File: src/rtl/writeback.sv
// Writeback stage: 8x8 register file with write bypass, condition/overflow flags,
// retired-instruction counter and a handshaked output-port write path.
module writeback (
    input  logic        clock,
    input  logic        reset,
    input  logic        in_valid,
    output logic        in_ready,
    input  logic [7:0]  result,
    input  logic        shift_overflow,
    input  logic        arithmetic_overflow,
    input  logic [3:0]  dest_sel,
    input  logic        is_cond,
    input  logic [2:0]  rd_addr_a,
    input  logic [2:0]  rd_addr_b,
    output logic [7:0]  rd_data_a,
    output logic [7:0]  rd_data_b,
    output logic [7:0]  port_data,
    output logic        port_req,
    input  logic        port_ack,
    output logic        branch_taken,
    output logic [2:0]  flags,
    input  logic        flags_clear,
    output logic [15:0] retired
);

    typedef enum logic {
        IDLE      = 1'b0,
        PORT_WAIT = 1'b1
    } state_t;

    state_t      state_r;
    state_t      state_next_s;
    logic [7:0]  regs_r [8];
    logic [7:0]  port_data_r;
    logic        branch_r;
    logic        zero_r;
    logic        arith_ovf_r;
    logic        shift_ovf_r;
    logic [15:0] retired_r;

    logic        accept_s;
    logic        wr_en_s;
    logic        port_wr_s;
    logic        zero_upd_s;

    // Accept decode uses the state register directly to avoid a loop through in_ready.
    always_comb begin
        accept_s   = in_valid && (state_r == IDLE);
        wr_en_s    = accept_s && !is_cond && (dest_sel[3] == 1'b0);
        port_wr_s  = accept_s && !is_cond && (dest_sel == 4'b1000);
        zero_upd_s = wr_en_s || port_wr_s;
    end

    // FSM state register.
    always_ff @(posedge clock) begin
        if (reset) begin
            state_r <= IDLE;
        end else begin
            state_r <= state_next_s;
        end
    end

    // FSM next-state and handshake outputs.
    always_comb begin
        state_next_s = state_r;
        in_ready     = 1'b0;
        port_req     = 1'b0;
        case (state_r)
            IDLE: begin
                in_ready = 1'b1;
                if (port_wr_s) begin
                    state_next_s = PORT_WAIT;
                end else begin
                    state_next_s = IDLE;
                end
            end
            PORT_WAIT: begin
                port_req = 1'b1;
                if (port_ack) begin
                    state_next_s = IDLE;
                end else begin
                    state_next_s = PORT_WAIT;
                end
            end
            default: begin
                state_next_s = IDLE;
            end
        endcase
    end

    // Register file writes.
    always_ff @(posedge clock) begin
        if (reset) begin
            for (int i = 0; i < 8; i++) begin
                regs_r[i] <= 8'h00;
            end
        end else if (wr_en_s) begin
            regs_r[dest_sel[2:0]] <= result;
        end
    end

    // Combinational reads; a same-cycle write to the addressed register bypasses the array.
    always_comb begin
        if (wr_en_s && (dest_sel[2:0] == rd_addr_a)) begin
            rd_data_a = result;
        end else begin
            rd_data_a = regs_r[rd_addr_a];
        end
        if (wr_en_s && (dest_sel[2:0] == rd_addr_b)) begin
            rd_data_b = result;
        end else begin
            rd_data_b = regs_r[rd_addr_b];
        end
    end

    // Port data, branch pulse, flags and retired counter.
    always_ff @(posedge clock) begin
        if (reset) begin
            port_data_r <= 8'h00;
            branch_r    <= 1'b0;
            zero_r      <= 1'b0;
            arith_ovf_r <= 1'b0;
            shift_ovf_r <= 1'b0;
            retired_r   <= 16'h0000;
        end else begin
            if (port_wr_s) begin
                port_data_r <= result;
            end
            branch_r <= accept_s && is_cond && result[0];
            if (zero_upd_s) begin
                zero_r <= (result == 8'h00);
            end
            // A set in the same cycle as a clear wins.
            if (accept_s && arithmetic_overflow) begin
                arith_ovf_r <= 1'b1;
            end else if (flags_clear) begin
                arith_ovf_r <= 1'b0;
            end
            if (accept_s && shift_overflow) begin
                shift_ovf_r <= 1'b1;
            end else if (flags_clear) begin
                shift_ovf_r <= 1'b0;
            end
            if (accept_s) begin
                retired_r <= retired_r + 16'd1;
            end
        end
    end

    assign port_data    = port_data_r;
    assign branch_taken = branch_r;
    assign flags        = {zero_r, arith_ovf_r, shift_ovf_r};
    assign retired      = retired_r;

endmodule
File: config.mk
export PLATFORM = sky130hd
export DESIGN_NAME = writeback
export DESIGN_NICKNAME = d
export VERILOG_FILES = /design/src/rtl/writeback.sv
export SDC_FILE = /design/constraint.sdc
export NUM_CORES = 1
export LEC_CHECK = 0
export ABC_AREA = 1
export BUFFER_PORTS_ARGS = -buffer_cell sky130_fd_sc_hd__buf_2
export CORE_MARGIN = 5
export CORE_UTILIZATION = 60
export CTS_CLUSTER_SIZE = 10
export DETAILED_ROUTE_END_ITERATION = 16
export PLACE_DENSITY = 0.83
export SYNTH_ARGS = -nofsm -noshare
export SYNTH_HDL_FRONTEND = slang
export SYNTH_SLANG_ARGS = --single-unit
export TNS_END_PERCENT = 5
File: constraint.sdc
create_clock -name clock -period 5.11 [get_ports clock]
set_input_delay 0.7665 -clock clock [delete_from_list [all_inputs] [get_ports clock]]
set_output_delay 0.7665 -clock clock [all_outputs]
set_load 0.01 [all_outputs]
Word level (Yosys, flattened, before mapping)
Memory sizes are Yosys's and may differ from the RTL's.
Cells that the tools add are included.
- flip-flop bits (word level): 29
- input port bits: 26
- logic and storage cells: 48
- memory bits (writable): 64
- output and inout port bits: 46
- memories: 1
- memories (name ; depth ; bits a word ; rd ports ; clocked after memory_dff ; wr ports ; line ; RTL):
    regs_r ; 8 ; 8 ; 2 ; 0 ; 8 ; 33 ; logic [7:0] regs_r [8];
- bitwise gates (word level): 2
- equality and inequality tests: 3
- multiplexer cells: 18
- reductions and logical operators: 16
- add/subtract/negate cells: 1
- operators with widths (kind ; count):
    $mux 8 ; 3
    $add 16x1->16 const B ; 1
    $mux 1 ; 13
    $logic_and 1x1->1 ; 10
    $logic_not 8->1 ; 1
    $reduce_or 8->1 ; 1
    $eq 3x3->1 ; 2
    $eq 4x4->1 const B ; 1
    $reduce_bool 2->1 ; 2
    $mux 3 ; 1
    $not 1->1 ; 2
    $pmux 1 s2 ; 1
    $logic_not 1->1 ; 1
    $logic_or 1x1->1 ; 1

Longest topological paths before layout
Gate-level depths: netlist (run 1).
- word-level depth: 9
- depth in mapped cells: 9
- mapped depth without buffers: 9

Worst setup path after synthesis (run 1)
No wires, ideal clock.
- path type: input port to output port
- start point: input port rd_addr_a[2]
- end point: output port rd_data_a[6]
- setup slack: 2.601 ns
- data required time: 4.344 ns
- buffers on the path: 1
- arrival: 1.742 ns
- stages on the path: 5
- cell sequence: buf_2 -> xor2_1 -> nor2_2 -> nand3_2 -> o21ai_1
- longest elaborated chain between the ends: 3
- elaborated cells on any way between the ends: 4
- classes of those cells: 1 x eq/ne; 1 x mux; 1 x reduce/logical; 1 x memory
- ends and longest elaborated chain (what ; line ; RTL):
    start: declaration ; 13 ; input logic [2:0] rd_addr_a,
    branches (longest 2 deep; another with $mem_v2 8x8) ; -- ;
    $mux 8 * ; 104 ; if (wr_en_s && (dest_sel[2:0] == rd_addr_a)) begin
    end: declaration ; 15 ; output logic [7:0] rd_data_a,
Every way passes the cells marked *.

Worst setup path after layout (run 1)
- start point: input port rd_addr_a[0]
- end point: output port rd_data_a[7]
Same word-level chain as after synthesis.

==> results of run 1 <==
==> synth_stat cells <==
library cell  instances
nor2_4                2
nor2_8                2
nand3_1              59
or2_2                 1
o21bai_1              2
nand3_2               1
inv_1                56
nand3_4               1
o211ai_1             28
inv_2                 3
clkinv_1              9
nor3b_1               1
ha_1                  1
xor2_1                4
edfxtp_1             64
nor2_1              125
dfxtp_1              29
buf_2                15
nand4_1              20
nand2_4              10
nand2_1              98
a21oi_1              35
nand2_2               1
clkbuf_1             12
nor3_1                3
xnor2_2               1
o21ai_1               2
nor2_2                1
clkinv_2              1
o21ai_0              48
buf_1                 1
buf_4                 4
==> cell usage in the layout, fill, tap and decap left out, drive strengths merged <==
master	count
nor2	130
nand2	109
buf	73
edfxtp	64
nand3	61
inv	60
o21ai	50
a21oi	35
dfxtp	29
o211ai	28
nand4	20
clkinv	13
clkbuf	12
xor2	4
nor3	3
o21bai	2
xnor2	1
nor3b	1
or2	1
ha	1
==> registers in the layout (all words and copies together) (netlist names) <==
signal,count
arith_ovf_r,1
state_r,1
retired,16
zero_r,1
port_data,8
branch_taken,1
regs_r,64
shift_ovf_r,1
==> final timing paths <==
path                                 to                      from  slack (ps)
min reg2reg    arith_ovf_r$_SDFFE_PP0P_  arith_ovf_r$_SDFFE_PP0P_         470
min            arith_ovf_r$_SDFFE_PP0P_  arith_ovf_r$_SDFFE_PP0P_         470
max reg2reg  regs_r[4][4]$_SDFFCE_PN0P_        state_r$_SDFF_PP0_        3040
max                        rd_data_a[7]              rd_addr_a[0]        1880
==> critical path: stages <==
cell and delay, ps:
buf_2 760, xnor2_2 280, nand3_2 280, nand3_1 130, nand2_1 80, buf_2 140
==> cell families after synthesis <==
| logic type | after synthesis | synth area share |
|---|---|---|
| adders and majority gates | 1 | 0.002437 |
| AOI/OAI and AO/OA | 115 | 0.1268 |
| buffers and inverters | 101 | 0.08069 |
| xor gates and xnor gates | 5 | 0.009995 |
| and+or+nand+nor | 325 | 0.2925 |
| DFF | 93 | 0.4876 |
==> power by group through the flow <==
stage / logic, mW / clock network (mW) / registers [mW]
after floorplan: 0.145 / 0 / 0.854
after global placement: 0.216 / 0 / 0.856
after CTS: 0.223 / 0.518 / 0.840
final: 0.227 / 0.517 / 0.841
after detailed placement: 0.222 / 0 / 0.857
after global routing: 0.246 / 0.547 / 0.843
==> routing by layer <==
metal  track usage  share of wire  vias up
met5             0              0        -
met4        0.1726          0.056        0
met3       0.05480           0.10       73
met2        0.4389           0.47      315
met1        0.3708           0.37     2214
li1              -              -     2254
==> layout make-up <==
class / instances / area, µm²
Multi-Input combinational cell: 446 / 2216
Clock buffer: 12 / 187.7
Fill cell: 698 / 2565
Clock inverter: 4 / 25.02
Timing Repair Buffer: 73 / 370.4
Sequential cell: 93 / 2502
Tap cell: 105 / 131.4
Inverter: 69 / 260.3
==> stage by stage <==
step | util | setup WS, ps | std cells | hold slack [ps]
after global placement | 0.6636 | 1969 | 786 | 451.4
after global routing | 0.6894 | 1749 | 802 | 487.5
after CTS | 0.6894 | 1896 | 802 | 470.9
after floorplan | - | 2601 | 640 | 443.7
final | 0.6894 | 1882 | 802 | 473.7
after detailed placement | 0.6636 | 1897 | 786 | 455.9
==> impl_metrics.json, run 1 <==
{
  "arrival_ps": 2460,
  "fin_setup_tns_ps": 0,
  "place_area_um2": 5480,
  "cts_tree": "yes",
  "period_needed_ps": 3228,
  "worstSetupStartpointType": "input pin",
  "maxCapViolations": 0,
  "ys_warn_count": 0,
  "cp-end-kind": "output port",
  "r2r_cells": 9,
  "die-area_um2": 10500,
  "crit_type": "in -> out",
  "syn_area_per_cell_um2": 8.019,
  "grt_overflow": 0,
  "p_clk_frac": 0.326,
  "pin_count": 72,
  "seq_power_share": 0.530,
  "fin_skew_ps": 11.95,
  "gp_congestion": 1.033,
  "n_antenna_cell": 0,
  "grt_pass1_vias": 4497,
  "nets": 719,
  "grt_antenna_before_repair": 0,
  "die_h_um": 102.5,
  "internal_power_mw": 1.143,
  "leakage_nw": 2.549,
  "worstMarginPinSlew_ps": 1022,
  "core_area_um2": 8258,
  "fin_area_um2": 5693,
  "pwr-share-comb": 0.143,
  "setup-violations-final": 0,
  "ant_nets": 0,
  "synth_top_area_frac": 0.3745,
  "hold_viol_final": 0,
  "cts_root_buffer": "clkbuf_8",
  "clk_latency_ps": 370,
  "rsz0062_at_grt": "no",
  "holdBufCountCts": 0,
  "p_switching_mw": 0.4424,
  "grtUsageTotal": 0.2841,
  "rows": 33,
  "synth_area_leaders": "edfxtp_1 (37%), dfxtp_1 (11%), nor2_1 (9.1%)",
  "relSlewSlack": 0.3190,
  "synth_cells": 640,
  "hold_path_depth": 2,
  "cts_setup_buffers": 0,
  "ir_drop_mv": 0.1892,
  "initial_core_util": 0.6215,
  "finalMaxSlewViolations": 0,
  "port_buffers": 71,
  "ys_ff_latch": 93,
  "synth_area_um2": 5132,
  "powerDensity_nw_per_um2": 278.5,
  "path_clk_slew_ps": 100,
  "cts.path.max_buffers": 2,
  "status": "completed",
  "ys_seq_area_frac": 0.4876,
  "vias": 4856,
  "synth_largest_area_cell": "edfxtp_1",
  "worst_ep_required_time_ps": 4340,
  "die_w_um": 102.5,
  "period_share": 0.6318,
  "vias_per_cell": 6.055,
  "clock_sinks": 93,
  "grt_max_degree": 63,
  "drt-initial-drc-count": 436,
  "numCtsBuffers": 9,
  "p_total_mw": 1.585,
  "syn_nets": 667,
  "totalWireLength_mm": 14.70,
  "area_growth_pct": 10.92,
  "cts_resized": 0,
  "drive_above_1_share": 0.1621,
  "grt_first_pass_wirelength_mm": 22.62,
  "drt-pass1-iter-count": 6,
  "cts_htree_levels": 3,
  "dpl.hpwl_mm": 10.50,
  "drc": 0,
  "avgRoutedWirePerCell_um": 18.33,
  "worstPathMaxFanout": 62,
  "hp-class": "reg -> reg",
  "switching_share": 0.2791,
  "ys_types": 32,
  "max_freq_ghz": 0.3098
}
No activity file was read; power rests on OpenSTA's default activity.
==> inputs of run 2 (changes only) <==
Settings changed: CORE_UTILIZATION 60 to 58, PLACE_DENSITY 0.83 to 0.81.
Clock period 5.11 ns to 3.1 ns, I/O delays scaled along.
==> run 2 against run 1 <==
Cell count increased by 1.0%; clock-buffer cell count decreased by 1; final area increased by 0.31%; global-route usage decreased by 1.5 points; register-to-register slack got worse by 2000 ps; sequential power increased by 65%; non-clock buffer count increased by 5; combinational power increased by 63%; wire length decreased by 0.14%; clock skew about the same; die area increased by 3.1%; via count decreased by 0.66%; critical path type unchanged; critical endpoint is now rd_data_a[0]; largest power group unchanged; highest routed layer unchanged.
==> impl_metrics.json, run 2 (synthesis gave the netlist of run 1 again) <==
{
  "status": "completed",
  "n_antenna_cell": 0,
  "pwr-share-comb": 0.144,
  "cts.path.max_buffers": 2,
  "switching_share": 0.2788,
  "leakage_nw": 2.558,
  "clock_sinks": 93,
  "seq_power_share": 0.541,
  "die-area_um2": 10830,
  "setup-violations-final": 0,
  "final_common_cell": "nor2_1",
  "grt_overflow": 0,
  "cp-end-kind": "output port",
  "path_clk_slew_ps": 90,
  "core_area_um2": 8678,
  "finalMaxSlewViolations": 0,
  "rsz0062_at_grt": "no",
  "grt_antenna_before_repair": 0,
  "rows": 34,
  "path_buf_inv": 3,
  "drive_above_1_share": 0.1652,
  "totalWireLength_mm": 14.68,
  "vias": 4824,
  "multi_input_area_um2": 2216,
  "worstPathMaxFanout": 40,
  "vias_per_cell": 5.956,
  "hold_path_depth": 3,
  "grt_max_degree": 41,
  "ir_drop_mv": 0.2421,
  "period_share": 0.7835,
  "fin_skew_ps": 12.41,
  "p_switching_mw": 0.7170,
  "grtUsageTotal": 0.2689,
  "top_register": "regs_r",
  "numCtsBuffers": 9,
  "register_area_um2": 2502,
  "p_total_mw": 2.571,
  "cp-startpoint": "rd_addr_a[0]",
  "dpl.hpwl_mm": 10.65,
  "arrival_ps": 1960,
  "fin_setup_tns_ps": 0,
  "initial_core_util": 0.5914,
  "grt_first_pass_wirelength_mm": 23.34,
  "nets": 724,
  "pin_count": 72,
  "avgRoutedWirePerCell_um": 18.12,
  "layout_common_cells": "nor2_1 (125), nand2_1 (98), buf_2 (71)",
  "die_w_um": 104.1,
  "cts_resized": 0,
  "largest_reg_flops": 64,
  "area_growth_pct": 11.26,
  "drt-pass1-iter-count": 5,
  "max_freq_ghz": 0.4117,
  "worstSetupStartpointType": "input pin",
  "maxCapViolations": 0,
  "cts_setup_buffers": 0,
  "cts_htree_levels": 3,
  "crit_type": "in -> out",
  "cpLargestDelayFamily": "buffers and inverters",
  "r2r_cells": 9,
  "worstMarginPinSlew_ps": 680.3,
  "p_clk_frac": 0.315,
  "rr_endpoint": "regs_r[4][4]$_SDFFCE_PN0P_",
  "critical-path-slowest-cell": "buf_2",
  "gp_congestion": 0.9848,
  "worstHoldStart": "shift_overflow",
  "period_needed_ps": 2429,
  "port_buffers": 71,
  "cts_root_buffer": "clkbuf_8",
  "worst_ep_required_time_ps": 2630,
  "cts_tree": "yes",
  "crit_chain": "buf_2 -> buf_4 -> a21oi_1 -> o21ai_0 -> nand3_1 -> nand3_1 -> nand2_1 -> buf_2",
  "internal_power_mw": 1.855,
  "powerDensity_nw_per_um2": 450.3,
  "slowest_delay_ps": 530,
  "drc": 0,
  "nFillCells": 738,
  "hp-class": "in -> reg",
  "hold_end": "shift_ovf_r$_SDFFE_PP0P_",
  "clk_latency_ps": 360,
  "r2r_start": "state_r$_SDFF_PP0_",
  "die_h_um": 104.1,
  "r2r_slack_ps": 1030,
  "grt_pass1_vias": 4438,
  "ant_nets": 0,
  "holdBufCountCts": 0,
  "drt-initial-drc-count": 397,
  "hold_viol_final": 0,
  "relSlewSlack": 0.5465
}
-- run 2: worst max path at each step --
stage	endpoint	slack, ps	cells past startpoint
CTS	rd_data_a[0]	710	8
global route	rd_data_a[6]	530	9
detailed placement	rd_data_a[0]	720	8
floorplan	rd_data_a[6]	1190	5
finish	rd_data_a[0]	670	8
global placement	rd_data_b[6]	750	8
-- run 2: worst register-to-register path: stages (launching register included) --
cell	delay, ps
dfxtp_1	340
inv_2	80
nand2_4	90
nor2_4	110
nand2_2	80
clkinv_2	220
nand2_4	140
nor2_8	190
nand2_4	130
nand2_1	340
-- run 2: cell type report --
| cell class | instances | share of cell area |
|---|---|---|
| Sequential cell | 93 | 0.4382 |
| Multi-Input combinational cell | 446 | 0.3880 |
| Timing Repair Buffer | 78 | 0.07143 |
| Inverter | 69 | 0.04557 |
| Tap cell | 108 | 0.02366 |
| Clock buffer | 11 | 0.02301 |
| Clock inverter | 5 | 0.01008 |
-- run 2: routing by layer --
metal	global-route usage	part of all wire	vias up	routed length, µm
li1	-	-	2263	-
met1	0.3567	0.39	2267	5671
met2	0.4317	0.48	253	7084
met3	0.04531	0.091	41	1334
met4	0.1212	0.040	0	588
met5	0	0	-	0
-- run 2: power groups by stage --
stage / registers (mW) / clock network, mW / logic [mW]
floorplan: 1.41 / 0 / 0.238
global placement: 1.41 / 0 / 0.356
global route: 1.39 / 0.866 / 0.405
finish: 1.39 / 0.810 / 0.371
detailed placement: 1.42 / 0 / 0.364
CTS: 1.39 / 0.814 / 0.365
-- run 2: per-stage QoR --
stage	setup WS, ps	utilization	std cells	hold WS [ps]	instance area (µm²)
final	671.2	0.6580	810	347.0	5710
after global routing	525.5	0.6580	810	356.9	5710
after CTS	714.9	0.6580	810	334.5	5710
after detailed placement	715.3	0.6362	794	454.2	5522
after global placement	745.4	0.6362	794	450.2	5522
after floorplan	1194	-	640	443.7	5132
